### src/rtl/pdm_sequencer_pkg.sv
// Shared types and helpers for the PDM setpoint sequencer.
// Optional ramping is enabled with macro PDM_SEQUENCER_RAMP_EN.
package pdm_sequencer_pkg;

  typedef enum logic [1:0] {
    IDLE = 2'd0,
    RAMP = 2'd1,
    DONE = 2'd2
  } state_e;

  // Widest setpoint the helper supports; callers zero-extend into it.
  localparam int unsigned SP_MAX_W = 32;
  localparam int unsigned SP_EXT_W = SP_MAX_W + 1;

  // One ramp step from cur toward tgt, clamped at tgt; a zero step counts as 1.
  // Working one bit wider than the operands so the sum can never wrap.
  function automatic logic [SP_MAX_W-1:0] next_setpoint(
    input logic [SP_MAX_W-1:0] cur,
    input logic [SP_MAX_W-1:0] tgt,
    input logic [SP_MAX_W-1:0] stp
  );
    logic [SP_EXT_W-1:0] inc;
    logic [SP_EXT_W-1:0] gap;
    logic [SP_EXT_W-1:0] res;
    inc = (stp == '0) ? SP_EXT_W'(1) : {1'b0, stp};
    gap = '0;
    res = {1'b0, tgt};
    if (cur < tgt) begin
      gap = {1'b0, tgt} - {1'b0, cur};
      if (inc < gap) res = {1'b0, cur} + inc;
    end else if (cur > tgt) begin
      gap = {1'b0, cur} - {1'b0, tgt};
      if (inc < gap) res = {1'b0, cur} - inc;
    end
    return SP_MAX_W'(res);
  endfunction

endpackage

### src/rtl/pdm_sequencer_prescaler.sv
// Ramp tick prescaler: counts 0..div and pulses tick_c on the div cycle.
// Held at zero while clr is high so the first tick lands div+1 cycles after release.
module pdm_sequencer_prescaler #(
  parameter int unsigned DIV_W = 16
) (
  input  logic             clk,
  input  logic             rst,
  input  logic             clr,
  input  logic [DIV_W-1:0] div,
  output logic             tick_c
);

  logic [DIV_W-1:0] count_q;
  logic [DIV_W-1:0] count_d;

  // Next count: restart on clear or at the end of each period.
  always_comb begin
    count_d = count_q + DIV_W'(1);
    if (clr || (count_q == div)) count_d = '0;
  end

  assign tick_c = !clr && (count_q == div);

  // Count register.
  always_ff @(posedge clk or posedge rst) begin
    if (rst) count_q <= '0;
    else     count_q <= count_d;
  end

endmodule

### src/rtl/pdm_sequencer.sv
// Multi-channel PDM setpoint sequencer: accepts one command at a time and
// drives the selected channel's setpoint to the target.
// Macro PDM_SEQUENCER_RAMP_EN: ramp in step increments on prescaled ticks;
// otherwise the setpoint jumps straight to the target.
module pdm_sequencer
  import pdm_sequencer_pkg::*;
#(
  parameter int unsigned NBITS = 11,
  parameter int unsigned NCHAN = 4,
  parameter int unsigned DIV_W = 16
) (
  input  logic                     clk,
  input  logic                     rst,
  input  logic                     cmd_valid,
  output logic                     cmd_ready,
  input  logic [$clog2(NCHAN)-1:0] cmd_chan,
  input  logic [NBITS-1:0]         cmd_value,
  input  logic [NBITS-1:0]         step,
  input  logic [DIV_W-1:0]         tick_div,
  output logic [NCHAN*NBITS-1:0]   data_out,
  output logic                     busy,
  output logic                     done
);

  localparam int unsigned CHAN_W    = $clog2(NCHAN);
  localparam int unsigned CHAN_SPAN = 1 << CHAN_W;

  state_e            state_q, state_d;
  logic [CHAN_W-1:0] chan_q, chan_d;
  logic [NBITS-1:0]  tgt_q, tgt_d;
  logic [NBITS-1:0]  sp_q [NCHAN];
  logic [NBITS-1:0]  sp_d [NCHAN];
  logic [CHAN_SPAN-1:0] chan_ok;

`ifdef PDM_SEQUENCER_RAMP_EN
  logic [NBITS-1:0] step_q, step_d;
  logic [DIV_W-1:0] div_q, div_d;
  logic [NBITS-1:0] cur_sp;
  logic             ramp_tick;

  pdm_sequencer_prescaler #(.DIV_W(DIV_W)) u_prescaler (
    .clk    (clk),
    .rst    (rst),
    .clr    (state_q != RAMP),
    .div    (div_q),
    .tick_c (ramp_tick)
  );

  // Current setpoint of the latched channel.
  always_comb begin
    cur_sp = '0;
    for (int k = 0; k < NCHAN; k++) begin
      if (CHAN_W'(k) == chan_q) cur_sp = sp_q[k];
    end
  end
`else
  logic unused_ramp_cfg;
  assign unused_ramp_cfg = ^{step, tick_div};
`endif

  // Channel indices that map to a real channel.
  always_comb begin
    for (int i = 0; i < CHAN_SPAN; i++) chan_ok[i] = (unsigned'(i) < NCHAN);
  end

  // Next-state and setpoint update.
  always_comb begin
    state_d = state_q;
    chan_d  = chan_q;
    tgt_d   = tgt_q;
    sp_d    = sp_q;
`ifdef PDM_SEQUENCER_RAMP_EN
    step_d  = step_q;
    div_d   = div_q;
`endif
    case (state_q)
      IDLE: begin
        if (cmd_valid) begin
          chan_d  = cmd_chan;
          tgt_d   = cmd_value;
`ifdef PDM_SEQUENCER_RAMP_EN
          step_d  = step;
          div_d   = tick_div;
`endif
          // Out-of-range channels complete without touching any setpoint.
          state_d = chan_ok[cmd_chan] ? RAMP : DONE;
        end
      end
      RAMP: begin
`ifdef PDM_SEQUENCER_RAMP_EN
        if (cur_sp == tgt_q) begin
          state_d = DONE;
        end else if (ramp_tick) begin
          for (int k = 0; k < NCHAN; k++) begin
            if (CHAN_W'(k) == chan_q) begin
              sp_d[k] = NBITS'(next_setpoint(SP_MAX_W'(cur_sp), SP_MAX_W'(tgt_q),
                                             SP_MAX_W'(step_q)));
            end
          end
        end
`else
        for (int k = 0; k < NCHAN; k++) begin
          if (CHAN_W'(k) == chan_q) sp_d[k] = tgt_q;
        end
        state_d = DONE;
`endif
      end
      DONE:    state_d = IDLE;
      default: state_d = IDLE;
    endcase
  end

  // State, command and setpoint registers.
  always_ff @(posedge clk or posedge rst) begin
    if (rst) begin
      state_q <= IDLE;
      chan_q  <= '0;
      tgt_q   <= '0;
      sp_q    <= '{default: '0};
`ifdef PDM_SEQUENCER_RAMP_EN
      step_q  <= '0;
      div_q   <= '0;
`endif
    end else begin
      state_q <= state_d;
      chan_q  <= chan_d;
      tgt_q   <= tgt_d;
      sp_q    <= sp_d;
`ifdef PDM_SEQUENCER_RAMP_EN
      step_q  <= step_d;
      div_q   <= div_d;
`endif
    end
  end

  for (genvar k = 0; k < NCHAN; k++) begin : g_out
    assign data_out[k*NBITS +: NBITS] = sp_q[k];
  end

  assign cmd_ready = (state_q == IDLE);
  assign busy      = (state_q != IDLE);
  assign done      = (state_q == DONE);

endmodule

### config.mk
export PLATFORM = sky130hd
export DESIGN_NAME = pdm_sequencer
export DESIGN_NICKNAME = d
export VERILOG_FILES = /design/src/rtl/pdm_sequencer_pkg.sv /design/src/rtl/pdm_sequencer_prescaler.sv /design/src/rtl/pdm_sequencer.sv
export SDC_FILE = /design/constraint.sdc
export NUM_CORES = 1
export LEC_CHECK = 0
export CAP_MARGIN = 20
export CELL_PAD_IN_SITES_DETAIL_PLACEMENT = 1
export CELL_PAD_IN_SITES_GLOBAL_PLACEMENT = 2
export CORE_MARGIN = 2
export CORE_UTILIZATION = 29
export CTS_CLUSTER_SIZE = 8
export DETAILED_ROUTE_END_ITERATION = 16
export GPL_TIMING_DRIVEN = 0
export PLACE_DENSITY = 0.78
export SLEW_MARGIN = 30
export SYNTH_ARGS = -nofsm -noshare
export SYNTH_HDL_FRONTEND = slang
export SYNTH_SLANG_ARGS = --single-unit
### constraint.sdc
create_clock -name clk -period 2.54 [get_ports clk]
set_input_delay 0.508 -clock clk [delete_from_list [all_inputs] [get_ports clk]]
set_output_delay 0.508 -clock clk [all_outputs]
set_load 0.02 [all_outputs]
# Word-level counts from Yosys, hierarchy flattened
# Index checks and enable logic that the tools add are counted.
dict set report op_classes {
  n_lt_le_gt_ge 1
  n_eq_ne 6
  mux 5
  reduce_logical 8
}
# operator count
set ops {}
lappend ops {{AND reduction 2 bit} 5}
lappend ops {{equality test 2 bit (first input constant)} 2}
lappend ops {{logical NOT 2 bit} 2}
lappend ops {{2-to-1 mux 2 bit} 2}
lappend ops {{one-hot mux 2 bit (2 select lines)} 1}
lappend ops {{< comparator 2 x 3 -> 1 bit (second input constant)} 1}
lappend ops {{binary-select mux 1 bit (select 2 bit)} 1}
lappend ops {{equality test 1 x 2 -> 1 bit (first input constant)} 1}
lappend ops {{equality test 2 x 1 -> 1 bit (second input constant)} 1}
lappend ops {{equality test 2 bit (second input constant)} 1}
lappend ops {{!= test 2 bit (second input constant)} 1}
lappend ops {{nonzero test 2 bit} 1}
lappend ops {{2-to-1 mux 1 bit} 1}
dict set report word_totals {
  ff_bits 59
  out_inout_bits 47
  word_cells 27
}

# Logic depth before layout (Yosys ltp)
# Gate-level depths: netlist (run 1).
dict set report logic_depth {
  word_depth 5
  mapped_depth 3
  ltp_nobuf 2
}

# Worst setup path after synthesis (run 1)
# Ideal clock, no wire load.
dict set report synth_timing {
  path_kind {register to output}
  from {register state_q[0]}
  to {output port busy}
  arrival_ns 0.976
  setup_slack_ns 1.056
  stages_incl_launch_ff 3
  path_buffers 0
  path_cell_list {dfrtp_1 > nor2_1 > inv_1}
}
dict set report synth_between {
  elab_chain_cells 1
}
# item line_no
set synth_lines {}
lappend synth_lines {{start: declaration} pdm_sequencer.sv:28} ;# state_e state_q, state_d;
lappend synth_lines {{start signal: assignment} pdm_sequencer.sv:125} ;# state_q <= state_d;
lappend synth_lines {{nonzero test 2 bit} pdm_sequencer.sv:141} ;# assign busy = (state_q != IDLE);
lappend synth_lines {{end: declaration} pdm_sequencer.sv:21} ;# output logic busy,
# No other way between the ends.

# Worst setup path in the final report (run 1)
dict set report layout_timing {
  from {register state_q[1]}
  to {output port done}
}
dict set report layout_between {
  elab_chain_cells 1
}
# item line_no
set layout_lines {}
lappend layout_lines {{equality test 2 bit} pdm_sequencer.sv:142} ;# assign done = (state_q == DONE);
lappend layout_lines {{end: declaration} pdm_sequencer.sv:22} ;# output logic done
# No other way between the ends.

==> results of run 1 <==
cell type report:
cell class                      instances  area, um2  share of cell area, %
Buffer                                  5       52.6                   1.63
Clock buffer                           13        169                   5.24
Clock inverter                          2       10.0                  0.311
Inverter                                2       10.0                  0.311
Multi-Input combinational cell         65        737                   22.9
Sequential cell                        59       1480                   45.8
Tap cell                              102        128                   3.96
Timing Repair Buffer                   63        641                   19.9
state kept, by name (all words and copies together), names as in the netlist:
| name | flops |
|---|---|
| chan_q | 2 |
| tgt_q | 11 |
| data_out | 44 |
| state_q | 2 |
cell usage after synthesis (all sizes together):
cell type	n	area share, %
nor2	1	0.16
and4bb	2	1.4
nor2b	1	0.28
nand4b	1	0.39
inv	2	0.33
and2b	1	0.33
mux2	57	28
nor3b	1	0.55
buf	5	2.3
nor4b	1	1.0
dfrtp	59	65
power breakdown:
group / internal (mW) / switching, mW
clock: 0.426 / 0.331
sequential: 1.35 / 0.267
combinational: 0.972 / 0.783
total: 2.75 / 1.38
metal layers:
layer	global-route usage, %	up-vias	part of all wire, %
li1	-	614	-
met1	16.4	679	44
met2	18.3	43	46
met3	6.92	5	9.1
met4	3.36	0	0.80
met5	0	-	0
worst reg2reg max path, delay by kind of cell, from the launching register on:
kind | cells | cell delay, ns
simple gates | 1 | 0.47
flops | 1 | 0.46
mux | 1 | 0.35
buf+inv | 1 | 0.24
final timing paths:
| path | from | slack (ns) | end | cells past startpoint |
|---|---|---|---|---|
| max in group asynchronous | rst | 1.57 | data_out[29]$_DFFE_PP0P_ | 3 |
| hold reg to reg | data_out[21]$_DFFE_PP0P_ | 0.51 | data_out[21]$_DFFE_PP0P_ | 1 |
| min in group clk | data_out[21]$_DFFE_PP0P_ | 0.51 | data_out[21]$_DFFE_PP0P_ | 1 |
| setup / recovery | state_q[1]$_DFFE_PP0P_ | 0.44 | done | 2 |
| setup reg to reg | state_q[0]$_DFFE_PP0P_ | 0.90 | tgt_q[3]$_DFFE_PP0P_ | 3 |
| hold / removal | rst | 0.49 | tgt_q[7]$_DFFE_PP0P_ | 2 |
logic make-up (layout without fill, tap and decap cells):
group | count (synthesis) | count (layout) | share of synthesized area (%)
AND/OR/NAND/NOR | 8 | 8 | 4.18
multiplexers | 57 | 57 | 28.2
buffers and inverters | 7 | 85 | 2.64
flip-flops | 59 | 59 | 64.9
==> flow_summary.yaml, run 1 <==
worst_setup_path:
  crit_path_end_kind: "primary output"
  cp_slowest_cell: "clkdlybuf4s50_1"
  crit_required_ns: 2.03
  critical_path_class: "flop to primary output"
  crit_arrival_ns: 1.59
  critical_path_peak_fanout: 8
  critPathBufInv: 1
  cpPeakStageDelay_ns: 0.61
  cp_top_family: "buffers and inverters"
  cp-start-kind: "flop"
  crit_chain: "nor2b_1, clkdlybuf4s50_1"
sta:
  final.setup_skew_ns: 0.00679
  finalSetupViolCount: 0
  fin_ws_ns: 0.437
  hold_viol_final: 0
  fmax_mhz: 476
  post-route-min-period_ns: 2.10
  tightest_slew_ns: 0.474
  max-slew-margin-rel_pct: 68.2
  rsz0062_at_grt: "false"
  post-route-period-util_pct: 82.8
  fin_hold_ws_ns: 0.490
  slew_violations: 0
  fin_tns_setup_ns: 0
drt:
  wire_per_inst_um: 16.0
  routed_via_density: 4.31
  drt-total-wl_mm: 4.98
  drt_iter0_drc: 23
  routed-via-count: 1341
  drt_drc_violations_left: 0
  first_pass_iters: 2
  antenna_left: 0
clocking:
  clock_latency_ns: 0.32
  cts_setup_buffers: 0
  cts_root_buf: "clkbuf_8"
  cts_sinks: 59
  cts_buffers: 9
  cts_max_level: 3
  cts_resized: 0
  clk_path_buf_depth: 2
  clk_pin_slew_ns: 0.06
  postCtsHoldBufs: 0
  cts_tree: "built"
global_routing:
  grt_util_all_layers_pct: 12.6
  antenna_found_initial: 0
  grt_max_degree: 41
  grt_pass1_vias: 1514
  grt.overflow.total: 0
  grt_pass1_wl_mm: 8.09
yosys:
  synth.net_count: 174
  synthDistinctLibCells: 12
  synth_area_um2: 2270
  ys_ff_latch: 59
  syn_inst: 131
  ys_seq_area_share_pct: 64.9
  syn_area_per_cell_um2: 17.4
  ys_warn_count: 0
pwr:
  ir_worst_vdd_mv: 0.556
  power.leakage_nw: 1.34
  p_per_area_nw_per_um2: 1280
  total_power_mw: 4.13
finish:
  final_area_um2: 3220
  layout-drive-gt1-share_pct: 39.2
  antenna_cells: 0
  area_growth_pct: 41.8
  nets: 248
  fillers: 766
  finish.utilization_pct: 42.1
  layout_common_cells: "62 x clkdlybuf4s50_1, 59 x dfrtp_1, 57 x mux2_2"
  stdcell_count: 311
  final_common_cell: "clkdlybuf4s50_1"
place:
  pre_cts_slack_ns: 0.420
  dp.cells: 296
  io_buffers: 62
  place_area_um2: 3040
  place_congestion: 0.661
  hpwl_mm: 3.35
floorplanning:
  die_h_um: 92.5
  initial_utilization_pct: 29.7
  die_x_um: 92.5
  die_area_um2: 8560
  pin_count: 90
  core_area_um2: 7650
  num_rows: 32
run_status:
  run_status: "finished, final reports clean"
job:
  drv_cap: 0
hold_path:
  hold_class: "input port to async pin"
Power figures use the tool's default switching activity.
==> inputs of run 2 (changes only) <==
--- a/config.mk
+++ b/config.mk
@@ -9,11 +9,11 @@
 export CELL_PAD_IN_SITES_DETAIL_PLACEMENT = 1
 export CELL_PAD_IN_SITES_GLOBAL_PLACEMENT = 2
 export CORE_MARGIN = 2
-export CORE_UTILIZATION = 29
+export CORE_UTILIZATION = 26
 export CTS_CLUSTER_SIZE = 8
 export DETAILED_ROUTE_END_ITERATION = 16
 export GPL_TIMING_DRIVEN = 0
-export PLACE_DENSITY = 0.78
+export PLACE_DENSITY = 0.73
 export SLEW_MARGIN = 30
 export SYNTH_ARGS = -nofsm -noshare
 export SYNTH_HDL_FRONTEND = slang
==> constraint.sdc (replaced) <==
create_clock -name clk -period 1.9 [get_ports clk]
set_input_delay 0.38 -clock clk [delete_from_list [all_inputs] [get_ports clk]]
set_output_delay 0.38 -clock clk [all_outputs]
set_load 0.02 [all_outputs]
==> flow_summary.yaml, run 2 (synthesized netlist as in run 1, its figures left out) <==
job:
  drv_cap: 0
run_status:
  run_status: "finished, final reports clean"
worst_setup_path:
  cp-start-kind: "flop"
  crit_chain: "nor2_1, inv_1, dlygate4sd2_1"
  critical_path_class: "flop to primary output"
  cpPeakStageDelay_ns: 0.47
  critical_path_peak_fanout: 8
  cp_slowest_cell: "dfrtp_2"
  crit_required_ns: 1.52
  crit_arrival_ns: 1.31
  crit_path_end_kind: "primary output"
sta:
  final.setup_skew_ns: 0.00646
  fmax_mhz: 592
  fin_hold_ws_ns: 0.389
  post-route-min-period_ns: 1.69
  rsz0062_at_grt: "false"
  hold_viol_final: 0
  post-route-period-util_pct: 88.9
  slew_violations: 0
  finalSetupViolCount: 0
  max-slew-margin-rel_pct: 70.9
  tightest_slew_ns: 0.435
clocking:
  postCtsHoldBufs: 0
  clock_latency_ns: 0.33
  cts_sinks: 59
  clk_path_buf_depth: 2
  clk_pin_slew_ns: 0.07
  cts_root_buf: "clkbuf_8"
  cts_tree: "built"
  cts_buffers: 9
  cts_max_level: 3
  cts_setup_buffers: 0
floorplanning:
  die_h_um: 97.5
  initial_utilization_pct: 26.5
  die_x_um: 97.5
  die_area_um2: 9510
  num_rows: 34
  core_area_um2: 8590
  pin_count: 90
drt:
  route.met2.wl_mm: 2.46
  dr_wl_met3_um: 344
  drt_iter0_drc: 20
  drt_drc_violations_left: 0
  met1_length_mm: 2.23
  routed-via-count: 1383
  routed_via_density: 4.35
  antenna_left: 0
  highest_layer: "met4"
  wire_per_inst_um: 16.1
  drt-total-wl_mm: 5.12
  first_pass_iters: 3
global_routing:
  grt_pass1_vias: 1556
  grt_max_degree: 33
  grt.overflow.total: 0
  grt_util_all_layers_pct: 11.7
  antenna_found_initial: 0
  grt_pass1_wl_mm: 8.38
place:
  io_buffers: 62
  place_congestion: 0.676
  hpwl_mm: 3.36
pwr:
  total_power_mw: 5.86
  power.leakage_nw: 1.38
  p_per_area_nw_per_um2: 1780
  ir_worst_vdd_mv: 0.635
finish:
  final_common_cell: "clkdlybuf4s50_1"
  layout_common_cells: "59 x clkdlybuf4s50_1, 57 x mux2_2, 57 x dfrtp_1"
  nets: 248
  antenna_cells: 0
  largest_reg_flops: 44
  layout-drive-gt1-share_pct: 40.5
  area_growth_pct: 44.8
hold_path:
  hold_class: "input port to async pin"
## run 2: changes by cell type in the layout (fill, tap and decap cells not counted)
cell             previous run  this run
bufinv_16                   0         3
clkdlybuf4s50_1            62        59
dlygate4sd2_1               0         3
clkbuf_8                   12        10
dfrtp_1                    59        57
dfrtp_2                     0         2
## run 2: worst paths after layout
check	start	end	slack, ns	cells past startpoint
max	state_q[0]$_DFFE_PP0P_	busy	0.21	3
min	rst	tgt_q[6]$_DFFE_PP0P_	0.39	2
max reg2reg	state_q[0]$_DFFE_PP0P_	tgt_q[2]$_DFFE_PP0P_	0.29	3
min reg2reg	data_out[35]$_DFFE_PP0P_	data_out[35]$_DFFE_PP0P_	0.51	1
max in group asynchronous	rst	tgt_q[3]$_DFFE_PP0P_	1.02	3
min in group clk	data_out[35]$_DFFE_PP0P_	data_out[35]$_DFFE_PP0P_	0.51	1
## run 2: final cells by class
| type | instances | area, um2 |
|---|---|---|
| fill | 907 | 5300 |
| sequential | 59 | 1480 |
| timing repair buffer | 63 | 637 |
| clock inverter | 5 | 100 |
| clock buffer | 11 | 141 |
| tap | 108 | 135 |
| inverter | 2 | 10.0 |
| buffer | 5 | 52.6 |
| multi-input combinational | 65 | 737 |
## run 2: metal layers
metal	global-route usage [%]	vias up
met5	0	-
met4	5.13	0
met3	4.68	9
met2	18.5	43
met1	14.2	715
li1	-	616
## run 2: per-stage QoR
| stage | setup TNS, ns | worst slack, ns | utilization (%) | instance area (um2) | std cells |
|---|---|---|---|---|---|
| finish | 0 | 0.212 | 38.3 | 3290 | 318 |
| global route | 0 | 0.106 | 38.3 | 3290 | 318 |
| CTS | 0 | 0.171 | 38.3 | 3290 | 318 |
| detailed placement | -0.584 | -0.0766 | 35.5 | 3050 | 302 |
| global placement | -62.77 | -1.06 | 35.3 | 3030 | 301 |
| floorplan | 0 | 0.0637 | - | 2270 | 131 |
## run 2: where the power goes
group	leakage [nW]	total, mW	internal [mW]	switching, mW
combinational	0.548	2.32	1.29	1.03
clock	0.123	1.39	0.903	0.484
sequential	0.704	2.15	1.81	0.345
## run 2: worst max-delay path, delay by kind of cell (launching register included)
family	cells	cell delay, ns
flops	1	0.47
buf+inv	2	0.36
simple gates	1	0.15
## run 2: repair_timing
action | 4_1_cts | 5_1_grt
gates resized for setup | 5 | 0
setup endpoints to repair | 3 | 0
endpoints found under the hold margin | 0 | 0
